[src/rtl/divider.sv]
// Iterative 32-bit restoring divider for the EX stage.
// One restoring step per clock; a request is held on start until ready is seen.
//
// Ports:
//   clock         - single clock, all state updates on the rising edge
//   reset         - synchronous, active-high reset
//   signed_div    - 1: two's-complement division, 0: unsigned; sampled with start
//   operand_a     - 32-bit dividend, sampled when start is accepted
//   operand_b     - 32-bit divisor, sampled when start is accepted
//   start         - division request, held high until ready
//   annul         - cancels an in-flight division (flush)
//   result        - registered {remainder, quotient}
//   ready         - registered result-valid flag
//   stall_request - combinational start & ~ready, EX stall request
module divider (
  input  logic        clock,
  input  logic        reset,
  input  logic        signed_div,
  input  logic [31:0] operand_a,
  input  logic [31:0] operand_b,
  input  logic        start,
  input  logic        annul,
  output logic [63:0] result,
  output logic        ready,
  output logic        stall_request
);

  typedef enum logic [1:0] {StFree, StByZero, StOn, StEnd} state_e;

  state_e      state_q, state_d;
  logic [5:0]  cnt_q, cnt_d;
  logic [31:0] rem_q, rem_d;
  logic [31:0] quo_q, quo_d;   // dividend bits shift out as quotient bits shift in
  logic [31:0] div_q, div_d;
  logic        neg_q_q, neg_q_d;
  logic        neg_r_q, neg_r_d;
  logic [63:0] result_q, result_d;
  logic        ready_q, ready_d;

  logic [31:0] abs_a, abs_b;
  logic [32:0] shifted;
  logic [33:0] diff;
  logic [31:0] fin_quo, fin_rem;

  // Magnitudes are unsigned 32-bit, so |0x80000000| stays 0x80000000.
  assign abs_a = (signed_div && operand_a[31]) ? (~operand_a + 32'd1) : operand_a;
  assign abs_b = (signed_div && operand_b[31]) ? (~operand_b + 32'd1) : operand_b;

  assign shifted = {rem_q, quo_q[31]};
  assign diff    = {1'b0, shifted} - {2'b00, div_q};

  assign fin_quo = neg_q_q ? (~quo_q + 32'd1) : quo_q;
  assign fin_rem = neg_r_q ? (~rem_q + 32'd1) : rem_q;

  always_comb begin
    state_d  = state_q;
    cnt_d    = cnt_q;
    rem_d    = rem_q;
    quo_d    = quo_q;
    div_d    = div_q;
    neg_q_d  = neg_q_q;
    neg_r_d  = neg_r_q;
    result_d = result_q;
    ready_d  = ready_q;

    unique case (state_q)
      StFree: begin
        result_d = 64'd0;
        ready_d  = 1'b0;
        if (start && !annul) begin
          if (operand_b == 32'd0) begin
            state_d = StByZero;
          end else begin
            state_d = StOn;
            cnt_d   = 6'd0;
            rem_d   = 32'd0;
            quo_d   = abs_a;
            div_d   = abs_b;
            neg_q_d = signed_div & (operand_a[31] ^ operand_b[31]);
            neg_r_d = signed_div & operand_a[31];
          end
        end
      end

      StByZero: begin
        if (annul || !start) begin
          state_d  = StFree;
          result_d = 64'd0;
          ready_d  = 1'b0;
        end else begin
          state_d  = StEnd;
          result_d = 64'd0;
          ready_d  = 1'b1;
        end
      end

      StOn: begin
        if (annul || !start) begin
          state_d  = StFree;
          result_d = 64'd0;
          ready_d  = 1'b0;
        end else if (cnt_q != 6'd32) begin
          // diff[33] set means the trial subtraction went negative: restore.
          if (!diff[33]) begin
            rem_d = diff[31:0];
            quo_d = {quo_q[30:0], 1'b1};
          end else begin
            rem_d = shifted[31:0];
            quo_d = {quo_q[30:0], 1'b0};
          end
          cnt_d = cnt_q + 6'd1;
        end else begin
          state_d  = StEnd;
          result_d = {fin_rem, fin_quo};
          ready_d  = 1'b1;
        end
      end

      StEnd: begin
        // annul is ignored here: the result has already been produced.
        if (!start) begin
          state_d  = StFree;
          result_d = 64'd0;
          ready_d  = 1'b0;
        end
      end

      default: begin
        state_d  = StFree;
        result_d = 64'd0;
        ready_d  = 1'b0;
      end
    endcase
  end

  always_ff @(posedge clock) begin
    if (reset) begin
      state_q  <= StFree;
      cnt_q    <= 6'd0;
      rem_q    <= 32'd0;
      quo_q    <= 32'd0;
      div_q    <= 32'd0;
      neg_q_q  <= 1'b0;
      neg_r_q  <= 1'b0;
      result_q <= 64'd0;
      ready_q  <= 1'b0;
    end else begin
      state_q  <= state_d;
      cnt_q    <= cnt_d;
      rem_q    <= rem_d;
      quo_q    <= quo_d;
      div_q    <= div_d;
      neg_q_q  <= neg_q_d;
      neg_r_q  <= neg_r_d;
      result_q <= result_d;
      ready_q  <= ready_d;
    end
  end

  assign result        = result_q;
  assign ready         = ready_q;
  assign stall_request = start & ~ready_q;

endmodule
[config.mk]
export PLATFORM = sky130hd
export DESIGN_NAME = divider
export DESIGN_NICKNAME = d
export VERILOG_FILES = /design/src/rtl/divider.sv
export SDC_FILE = /design/constraint.sdc
export NUM_CORES = 1
export LEC_CHECK = 0
export ABC_AREA = 1
export CAP_MARGIN = 20
export CORE_ASPECT_RATIO = 1.1
export CORE_MARGIN = 2
export CORE_UTILIZATION = 35
export DETAILED_ROUTE_END_ITERATION = 7
export PLACE_DENSITY_LB_ADDON = 0.15
export SLEW_MARGIN = 20
export SYNTH_ARGS = -nofsm -noshare
export SYNTH_HDL_FRONTEND = slang
export SYNTH_SLANG_ARGS = --single-unit
export TNS_END_PERCENT = 100
[constraint.sdc]
create_clock -name clock -period 2.9 [get_ports clock]
set_clock_uncertainty 0.1 [all_clocks]
set_input_delay 0.435 -clock clock [delete_from_list [all_inputs] [get_ports clock]]
set_output_delay 0.435 -clock clock [all_outputs]
set_load 0.01 [all_outputs]
==> results.json <==
{
  "final.min_clock_period_ps": 2700,
  "coreArea_mm2": 0.0361,
  "syn_area_mm2": 0.0128,
  "drv_slew": 0,
  "period_share_pct": 93.0,
  "final_layout_size_suffix_gt1_share_pct": 6.70,
  "num-fill-cells": 3937,
  "multi_input_area_mm2": 0.00787,
  "gp_congestion": 0.978,
  "tns_ps": 0,
  "area_growth_pct": 20.6,
  "yosys-top-cells-area": "dfxtp_1 (27%), nand2_1 (19%), nand3_1 (9.3%)",
  "drt-vias-per-instance": 4.96,
  "cts_buffers": 17,
  "synth_edf_count": 0,
  "power_density_mw_per_mm2": 604,
  "die_w_um": 186,
  "portBuffers": 134,
  "worstMarginPinSlew_ps": 842,
  "synth_async_sr_flop_share_pct": 0,
  "relSlewSlack_pct": 43.8,
  "synth_flop_cell": "dfxtp_1",
  "synth.distinct_cells": 51,
  "clkSinkCount": 171,
  "clk_pin_slew_ps": 80,
  "synth_seq_area_share_pct": 26.7,
  "max-cap-violations": 0,
  "yosysMostFrequentCell": "nand2_1",
  "rows": 73,
  "crit_chain": "inv_1 > ha_1 > inv_1 > fa_1 > nand3_1 > nand3_1 > nand2_1 > nand2_1 > nand2_1 > nand2_1 > xnor2_1 > nand2_1 > nand3_1 > a21oi_1",
  "grt_max_degree": 67,
  "fmax_ghz": 0.371,
  "status": "complete, no violations",
  "cts_tree": "built",
  "die_area_mm2": 0.0381,
  "vdd_drop_max_mv": 0.447,
  "die_y_um": 205,
  "diodes": 0,
  "hold_path_depth": 2,
  "p_total_mw": 9.32,
  "final-seq-area_mm2": 0.00342,
  "ys.warnings.count": 0,
  "routed-via-count": 13700,
  "synth_cells": 2128,
  "clk_latency_ps": 460,
  "worstPathArrival_ps": 2930,
  "cp_max_fo": 4,
  "drtIter0Drc": 1072,
  "grt_pass1_vias": 13000,
  "synth_area_leader_cell": "dfxtp_1",
  "r2r_cells": 14,
  "crit_slowest_cell": "fa_1",
  "grt_overflow_total": 0,
  "final_net_count": 2365,
  "cp_common_cell": "nand2_1",
  "route.detailed.drc": 0,
  "syn-num-nets": 2239,
  "hold_path.class": "in -> reg",
  "io_pins": 135,
  "synth.top_cell.area_share_pct": 26.7,
  "wl_um": 44100,
  "htree_levels": 4,
  "ant_nets": 0,
  "yosys-top-cells-count": "nand2_1 (636), inv_1 (279), nand3_1 (238), nor2_1 (185), dfxtp_1 (171)",
  "endpoint_kind": "register",
  "slowest_delay_ps": 390,
  "cp.required_ps": 3130,
  "grt_first_pass_wirelength_um": 70200,
  "synth-seq-cells": 171,
  "ctsRootBufferMaster": "clkbuf_16",
  "rsz0062_at_grt": "false",
  "critPathLaunchType": "register",
  "wl_per_cell_um": 16.0,
  "p_leak_nw": 6.97,
  "postCtsHoldBufs": 0,
  "setup_violations": 0,
  "start_util_pct": 35.5,
  "antenna_found_initial": 0,
  "hold_violations": 0,
  "dr.pass1.iters": 5,
  "avgSynthCellArea_um2": 6.02,
  "hpwlAfterDp_um": 35500,
  "grt.total_usage_pct": 23.4,
  "path_class": "reg -> reg",
  "cts_buffer_depth": 2
}
[path summary, 6_finish.rpt]
kind                                              from                     end  slack [ps]
worst max-delay path            quo_q[31]$_SDFFE_PP0P_  rem_q[12]$_SDFFE_PP0P_         200
worst min-delay path                             reset  result[2]$_SDFFE_PP0P_         300
worst min register to register   div_q[3]$_SDFFE_PP0P_   div_q[3]$_SDFFE_PP0P_         360
worst max register to register  quo_q[31]$_SDFFE_PP0P_  rem_q[12]$_SDFFE_PP0P_         200
[repair_timing]
item	CTS	global route
setup endpoints to repair	0	6
buffers inserted	0	0
resized for setup	0	4
[cell usage in the layout (no fill, tap or decap), drive strengths merged, types with 2 or more instances in the layout]
cell	count
or2	15
inv	296
clkbuf	18
o21ai	92
buf	52
a21oi	163
nand3	245
clkinv	4
bufinv	3
nand3b	13
nand4	30
o22ai	6
o31ai	5
clkinvlp	2
ha	41
clkdlybuf4s50	133
o21bai	3
and2	4
dfxtp	171
o21a	2
nor2	200
nor4	7
nand2	644
nor3	20
o211ai	4
a31oi	21
xnor2	21
o41ai	2
xor2	42
nor3b	3
[metal layers]
| layer | vias to the layer above | part of all wire [%] | track usage [%] |
|---|---|---|---|
| li1 | 7085 | - | - |
| met1 | 6188 | 45 | 29.2 |
| met2 | 306 | 47 | 40.1 |
| met3 | 77 | 3.3 | 2.83 |
| met4 | 0 | 4.6 | 11.7 |
| met5 | - | 0 | 0 |
[logic make-up after synthesis]
group / share of synthesized area [%]
compound gates: 12.8
flops: 26.7
buf+inv: 11.9
fa+ha+maj: 4.16
xor+xnor: 4.31
simple gates: 40.0
[flip-flops by register name (all words and copies together), names as in the netlist]
register / count
ready: 1
neg_q_q: 1
rem_q: 32
quo_q: 32
result: 64
div_q: 32
state_q: 2
cnt_q: 6
neg_r_q: 1
[cell type report]
cell class / instances / area share [%]
clock buffers: 18 / 2.78
multi-input cells: 1588 / 51.0
inverters: 291 / 7.08
repair buffers: 185 / 11.7
clock inverters: 14 / 1.30
flip-flops and latches: 171 / 22.2
well taps: 487 / 3.95
[power breakdown]
group          internal (mW)  switching [mW]  leakage [nW]
sequential              2.56           0.206          1.39
clock                   1.40            1.10         0.303
combinational           1.34            2.72          5.28
total                   5.30            4.02          6.97
[worst max-delay path: cells and delay by family (launching register included)]
family | cells | cell delay, ps
AO/OA/AOI/OAI | 1 | 60
XOR/XNOR | 1 | 320
adder cells (fa/ha/maj) | 2 | 550
buffers and inverters | 2 | 180
flip-flops | 1 | 340
AND/OR/NAND/NOR | 8 | 1020
[metrics by stage]
step,worst slack [ps],cell area (µm²),instances,hold WS [ps],util (%)
finish,204,15400,2754,297,42.8
global route,58.4,15400,2754,315,42.8
CTS,172,15400,2754,290,42.8
detailed placement,-156,14800,2722,355,41.0
global placement,-72.9,14800,2722,349,41.0
floorplan,821,12800,2128,330,-
Power figures use the tool's default switching activity.
